`src/rtl/fetch_seq.sv`:
```
// fetch_seq: instruction-sequencing controller for the 8-bit CPU.
// Steps the core through FETCH/DECODE/EXEC/BRANCH, handshakes with the
// instruction memory, and drives the PC write/select and IR load strobes.
// Optional single-step support is enabled by defining FETCH_SEQ_STEP_EN.
module fetch_seq #(
    parameter int unsigned MEM_WAIT_MAX = 15
) (
    input  logic       clk_seq,
    input  logic       rstn_seq,
`ifdef FETCH_SEQ_STEP_EN
    input  logic       step_mode,
    input  logic       step,
`endif
    input  logic       run,
    input  logic       resume,
    input  logic       mem_ready,
    input  logic [3:0] ir_opcode,
    input  logic       zero_flag,
    output logic       mem_rd,
    output logic       ir_load,
    output logic       write_pc,
    output logic       PC_sel,
    output logic       cbus_tgt_oe,
    output logic       alu_en,
    output logic       reg_wr,
    output logic       fault,
    output logic [2:0] state,
    output logic [7:0] icount
);

    localparam int unsigned WAIT_W   = 4;
    localparam int unsigned ICOUNT_W = 8;
    localparam logic [WAIT_W-1:0] WAIT_LAST = WAIT_W'(MEM_WAIT_MAX - 1);

    typedef enum logic [2:0] {
        S_IDLE   = 3'd0,
        S_FETCH  = 3'd1,
        S_DECODE = 3'd2,
        S_EXEC   = 3'd3,
        S_BRANCH = 3'd4,
        S_HALT   = 3'd5,
        S_FAULT  = 3'd6,
        S_STEP   = 3'd7
    } state_t;

    state_t            cur_state;
    logic [WAIT_W-1:0] wait_cnt;
    logic              step_hold;
    logic              step_go;
    logic              is_alu;
    state_t            retire_state;

`ifdef FETCH_SEQ_STEP_EN
    assign step_hold = step_mode;
    assign step_go   = step;
`else
    assign step_hold = 1'b0;
    assign step_go   = 1'b0;
`endif

    // Opcodes 0x1..0x7 are ALU operations
    assign is_alu       = (ir_opcode != 4'h0) && !ir_opcode[3];
    assign retire_state = step_hold ? S_STEP : S_FETCH;
    assign state        = cur_state;

    // Sequencer state, wait counter, fault flag and retirement counter
    always_ff @(posedge clk_seq) begin
        if (!rstn_seq) begin
            cur_state <= S_IDLE;
            wait_cnt  <= '0;
            fault     <= 1'b0;
            icount    <= '0;
        end else begin
            if (cur_state != S_FETCH) begin
                wait_cnt <= '0;
            end
            case (cur_state)
                S_IDLE: begin
                    if (run) begin
                        cur_state <= S_FETCH;
                    end
                end
                S_FETCH: begin
                    if (mem_ready) begin
                        cur_state <= S_DECODE;
                        wait_cnt  <= '0;
                    end else if (wait_cnt == WAIT_LAST) begin
                        cur_state <= S_FAULT;
                        fault     <= 1'b1;
                        wait_cnt  <= '0;
                    end else begin
                        wait_cnt <= wait_cnt + WAIT_W'(1);
                    end
                end
                S_DECODE: begin
                    case (ir_opcode)
                        4'h8: cur_state <= S_BRANCH;
                        4'h9: begin
                            if (zero_flag) begin
                                cur_state <= S_BRANCH;
                            end else begin
                                cur_state <= retire_state;
                                icount    <= icount + ICOUNT_W'(1);
                            end
                        end
                        4'hA: begin
                            if (!zero_flag) begin
                                cur_state <= S_BRANCH;
                            end else begin
                                cur_state <= retire_state;
                                icount    <= icount + ICOUNT_W'(1);
                            end
                        end
                        4'hF: begin
                            cur_state <= S_HALT;
                            icount    <= icount + ICOUNT_W'(1);
                        end
                        default: cur_state <= S_EXEC;
                    endcase
                end
                S_EXEC, S_BRANCH: begin
                    cur_state <= retire_state;
                    icount    <= icount + ICOUNT_W'(1);
                end
                S_HALT: begin
                    if (resume) begin
                        cur_state <= S_FETCH;
                    end
                end
                S_FAULT: begin
                    if (resume) begin
                        cur_state <= S_FETCH;
                        fault     <= 1'b0;
                    end
                end
                S_STEP: begin
                    if (step_go) begin
                        cur_state <= S_FETCH;
                    end
                end
                default: cur_state <= S_IDLE;
            endcase
        end
    end

    // Strobe decode from the state register; FETCH accept also follows mem_ready
    always_comb begin
        mem_rd      = 1'b0;
        ir_load     = 1'b0;
        write_pc    = 1'b0;
        PC_sel      = 1'b0;
        cbus_tgt_oe = 1'b0;
        alu_en      = 1'b0;
        reg_wr      = 1'b0;
        case (cur_state)
            S_FETCH: begin
                mem_rd   = 1'b1;
                ir_load  = mem_ready;
                write_pc = mem_ready;
            end
            S_EXEC: begin
                alu_en = is_alu;
                reg_wr = is_alu;
            end
            S_BRANCH: begin
                cbus_tgt_oe = 1'b1;
                PC_sel      = 1'b1;
                write_pc    = 1'b1;
            end
            default: ;
        endcase
    end

endmodule

```
`config.mk`:
```
export PLATFORM = sky130hd
export DESIGN_NAME = fetch_seq
export DESIGN_NICKNAME = d
export VERILOG_FILES = /design/src/rtl/fetch_seq.sv
export SDC_FILE = /design/constraint.sdc
export NUM_CORES = 1
export LEC_CHECK = 0
export CELL_PAD_IN_SITES_DETAIL_PLACEMENT = 1
export CELL_PAD_IN_SITES_GLOBAL_PLACEMENT = 2
export CORE_ASPECT_RATIO = 1.25
export CORE_MARGIN = 2
export CORE_UTILIZATION = 28
export CTS_BUF_LIST = sky130_fd_sc_hd__clkbuf_8
export CTS_CLUSTER_DIAMETER = 200
export CTS_CLUSTER_SIZE = 8
export DETAILED_ROUTE_END_ITERATION = 10
export PLACE_DENSITY_LB_ADDON = 0.1
export SLEW_MARGIN = 20
export SYNTH_ARGS = -nofsm -noshare
export SYNTH_HDL_FRONTEND = slang
export SYNTH_SLANG_ARGS = --single-unit
```
`constraint.sdc`:
```
create_clock -name clk_seq -period 2.4 [get_ports clk_seq]
set_clock_uncertainty 0.1 [all_clocks]
set_input_delay 0.6 -clock clk_seq [delete_from_list [all_inputs] [get_ports clk_seq]]
set_output_delay 0.6 -clock clk_seq [all_outputs]
set_load 0.05 [all_outputs]
```
== After elaboration in Yosys (flattened, before gate mapping) ==
Index checks and enable logic that the tools add are counted.
Storage, ports and cells
  register bits after elaboration: 16
  latch bits: 0
  input bits: 10
  word-level logic and storage cells: 66
  memories: 0
  output and inout bits: 19
  memory bits (read-only): 0
  RAM bits: 0
Cells by class
  shift operators: 0
  add/sub/neg operators: 2
  equality and inequality tests: 22
  magnitude comparators: 0
  divide/modulo/power cells: 0
  reductions and logical operators: 12
  multiplexer cells: 25
  $mul: 0
  bitwise logic cells: 1
Operators by type and width (count)
  $pmux W8 S3: 1
  $eq A4 B4 Y1 const B: 5
  $mux W3: 6
  $mux W4: 4
  $mux W8: 2
  $pmux W8 S2: 1
  $pmux W3 S5: 1
  $eq A3 B3 Y1 const B: 4
  $pmux W3 S4: 1
  $reduce_and A4 Y1: 3
  $ne A3 B3 Y1 const B: 3
  $add A8 B1 Y8 const B: 1
  $ne A2 B2 Y1 const B: 4
  $mux W1: 7
  $eq A3 B2 Y1 const B: 2
  $reduce_bool A2 Y1: 3
  $add A4 B1 Y4 const B: 1
  $ne A4 B2 Y1 const B: 1
  $pmux W1 S2: 2
  $reduce_bool A4 Y1: 1
  $reduce_or A2 Y1: 2
  $eq A3 B1 Y1 const B: 1
  $logic_not A3 Y1: 1
  $ne A3 B1 Y1 const B: 1
  other kinds (4): 4

== Longest topological paths before layout ==
  depth in word-level cells: 4
  gate-level depth with buffers: 7
  depth with buffers taken out: 7

== Worst setup path after synthesis ==
Ideal clock, no wire load.
  path type: reg2out
  from: register cur_state[1] (netlist: state[1])
  to: output reg_wr
  path buffers: 2
  cell stages (with the launch flop): 5
  arrival: 3.135 ns
  setup slack: -1.435 ns
  cell sequence: dfxtp_1 -> buf_2 -> nor2b_1 -> nor4bb_1 -> buf_4
Between the ends
  word-level cells in the longest chain between the ends: 2
RTL lines
  start, declared: RTL line 46  | state_t cur_state;
  start signal, assigned: RTL line 102  | cur_state <= retire_state;
  start signal, assigned: RTL line 110  | cur_state <= retire_state;
  start signal, assigned: RTL line 122  | cur_state <= retire_state;
  $eq A3 B2 Y1
  $mux W1
  end, declared: RTL line 25  | output logic reg_wr,
No other way between the ends.

== Final worst setup path ==
  from: input ir_opcode[2]
  to: output reg_wr
Between the ends
  word-level cells in the longest chain between the ends: 3
RTL lines
  start, declared: RTL line 17  | input logic [3:0] ir_opcode,
  $reduce_bool A4 Y1: RTL line 62  | assign is_alu = (ir_opcode != 4'h0) && !ir_opcode[3];
  $logic_and A1 B1 Y1: RTL line 62
  $mux W1: RTL line 155  | case (cur_state)
No other way between the ends.

==> reports/metrics.yaml <==
status: "finished clean"
fmax_mhz: 433
antenna_found_initial: 0
clock_power_share: 0.164
min_period_ps: 2310
mappedNetlistArea_sq_um: 1000
fin_area_sq_mm: 0.00146
cts_buffers: 3
postRouteAntennaNets: 0
synthArstFlopShare: 0
clock_sinks: 16
hold_start: "wait_cnt[0]"
reg2reg_depth: 5
antenna_cells: 0
holdPathStages: 1
clock_latency_ps: 240
dr.pass1.iters: 4
synth.distinct_cells: 44
synthesis.nets: 129
whs_ps: 365
wl_per_cell_microns: 13.3
cts_hold_buf: 0
max_slew_margin: 0.664
die_area_sq_mm: 0.00407
irDropWorstVdd_mv: 0.760
drc: 0
p_seq_frac: 0.288
post-route-period-util: 0.963
gr-total-overflow: 0
grt_usage: 0.136
grt_pass1_vias: 975
h-tree-depth: 1
hold_viol: 0
core_sq_mm: 0.00345
worstSetupEndpointType: "primary output"
power.internal_mw: 0.808
start_util: 0.289
max_slew.worst_pin.slew_ps: 502
synth_area_per_cell_sq_um: 8.62
place_congestion: 0.792
cellPowerDensity_mw_per_mm2: 993
hpwl_mm: 2.01
drt-initial-drc-count: 25
crit_required_ps: 1700
startpoint_type: "primary input"
viasPerCell: 5.10
whs_endpoint: "wait_cnt[0]"
final_common_cell: "clkdlybuf4s50_1"
drv_cap: 0
path_clk_slew_ps: 60
synthFlopType: "dfxtp_1"
synth_edf_count: 0
synth_seq_cells: 16
combPwrFrac: 0.549
grt_max_degree: 15
r2r-start: "state[0]"
clk_path_buf_depth: 2
cts_tree: "built"
critPathKind: "in -> out"
r2r_slack_ps: 480
synth_cells: 116
cp.arrival_ps: 1610
die_x_microns: 57.4
final_cell_mix: "17 x clkdlybuf4s50_1, 14 x buf_4, 13 x dfxtp_1"
swShare: 0.443
min_path_type: "reg -> reg"
fill_cells: 411
drv_slew: 0
ys_seq_area_frac: 0.320
place_area_sq_mm: 0.00140
vias: 959
nets: 163
layout-drive-gt1-share: 0.255
num_io_pins: 29
wirelength_mm: 2.51
io_buffer_count: 28
root_buffer: "clkbuf_8"
r2r-end: "icount[6]"
dieHeight_microns: 70.8
finalSetupViolCount: 0
netSwitchingPower_mw: 0.642
p_leak_nw: 0.544
synth_warnings: 0
cp_max_fo: 5
synthToLayoutAreaGrowth_pct: 46.2
grt_pass1_wl_mm: 4.50
placement_rows: 24
stage by stage:
step / setup slack, ps / total power [mW] / setup TNS [ps] / utilization / cells
after detailed placement: -374 / 1.22 / -3450 / 0.405 / 183
after floorplan: -28.9 / 1.00 / -54.6 / - / 116
after global routing: -12.4 / 1.53 / -16.8 / 0.423 / 188
after global placement: -335 / 1.21 / -3060 / 0.405 / 183
after CTS: 13.3 / 1.47 / 0 / 0.424 / 188
final: 89.9 / 1.45 / 0 / 0.423 / 188
cells by family after synthesis:
logic type | count (synthesis) | share of synthesized area
simple gates | 46 | 0.285
flops | 16 | 0.320
mux | 2 | 0.0200
buf+inv | 16 | 0.110
xor+xnor | 5 | 0.0438
fa+ha+maj | 4 | 0.0476
compound gates | 27 | 0.173
routing by layer:
layer,track usage,share of wire,up-vias,wire length [microns]
met5,0,0,-,0
met4,0.0388,0.0076,0,19
met3,0.0201,0.026,2,65
met2,0.235,0.53,14,1320
met1,0.173,0.44,462,1100
li1,-,-,481,-
worst max path at each step:
stage | start | end | slack, ps
6_report | ir_opcode[2] | reg_wr | 90
5_1_grt | zero_flag | icount[1] | -10
4_1_cts | ir_opcode[1] | reg_wr | 10
3_5_place_dp | ir_opcode[1] | icount[7] | -370
3_3_place_gp | ir_opcode[2] | icount[6] | -330
2_1_floorplan | state[0] | write_pc | -30
worst max-delay path: stages:
cell and delay [ps]:
dlygate4sd2_1 340, nor3_2 90, nor4bb_4 270, buf_4 170, buf_12 130
final cells by class:
type / count / area, sq um / area share
multi-input combinational: 84 / 616 / 0.421
timing repair buffer: 39 / 388 / 0.265
inverter: 6 / 22.5 / 0.0154
tap: 39 / 48.8 / 0.0334
sequential: 16 / 332 / 0.227
clock buffer: 4 / 55.1 / 0.0377
sequential cells by signal, indices dropped and copies added (netlist names):
name	flops
icount	8
state	3
wait_cnt	4
fault	1
power groups by stage:
stage                     clock network, mW  registers, mW  logic, mW
after floorplan                           0          0.453      0.546
after global placement                    0          0.422      0.788
after detailed placement                  0          0.424      0.801
after CTS                             0.245          0.418      0.804
after global routing                  0.253          0.430      0.845
final                                 0.238          0.417      0.796
cells in the mapped netlist, types with 2 or more instances:
cell type	count	share of area
or3_1	3	0.019
a21oi_1	11	0.055
nor3b_1	2	0.015
buf_6	5	0.056
a211oi_1	3	0.023
xor2_1	2	0.018
nor3b_2	2	0.025
nand2_1	7	0.026
nand3_1	5	0.025
and2_1	2	0.013
o31ai_1	3	0.023
mux2i_1	2	0.020
nor2_1	8	0.030
inv_1	6	0.023
o21ai_1	2	0.010
or4_1	3	0.023
o21ai_0	2	0.010
buf_4	3	0.023
xnor2_1	3	0.026
ha_1	3	0.038
dfxtp_1	16	0.32
repair_timing:
action                                  in CTS  in global routing
gates resized for setup                      6                  3
endpoints found under the setup margin      10                 10
setup buffers                                1                  0
pin swaps                                    1                  0
No activity file was read; power rests on OpenSTA's default activity.
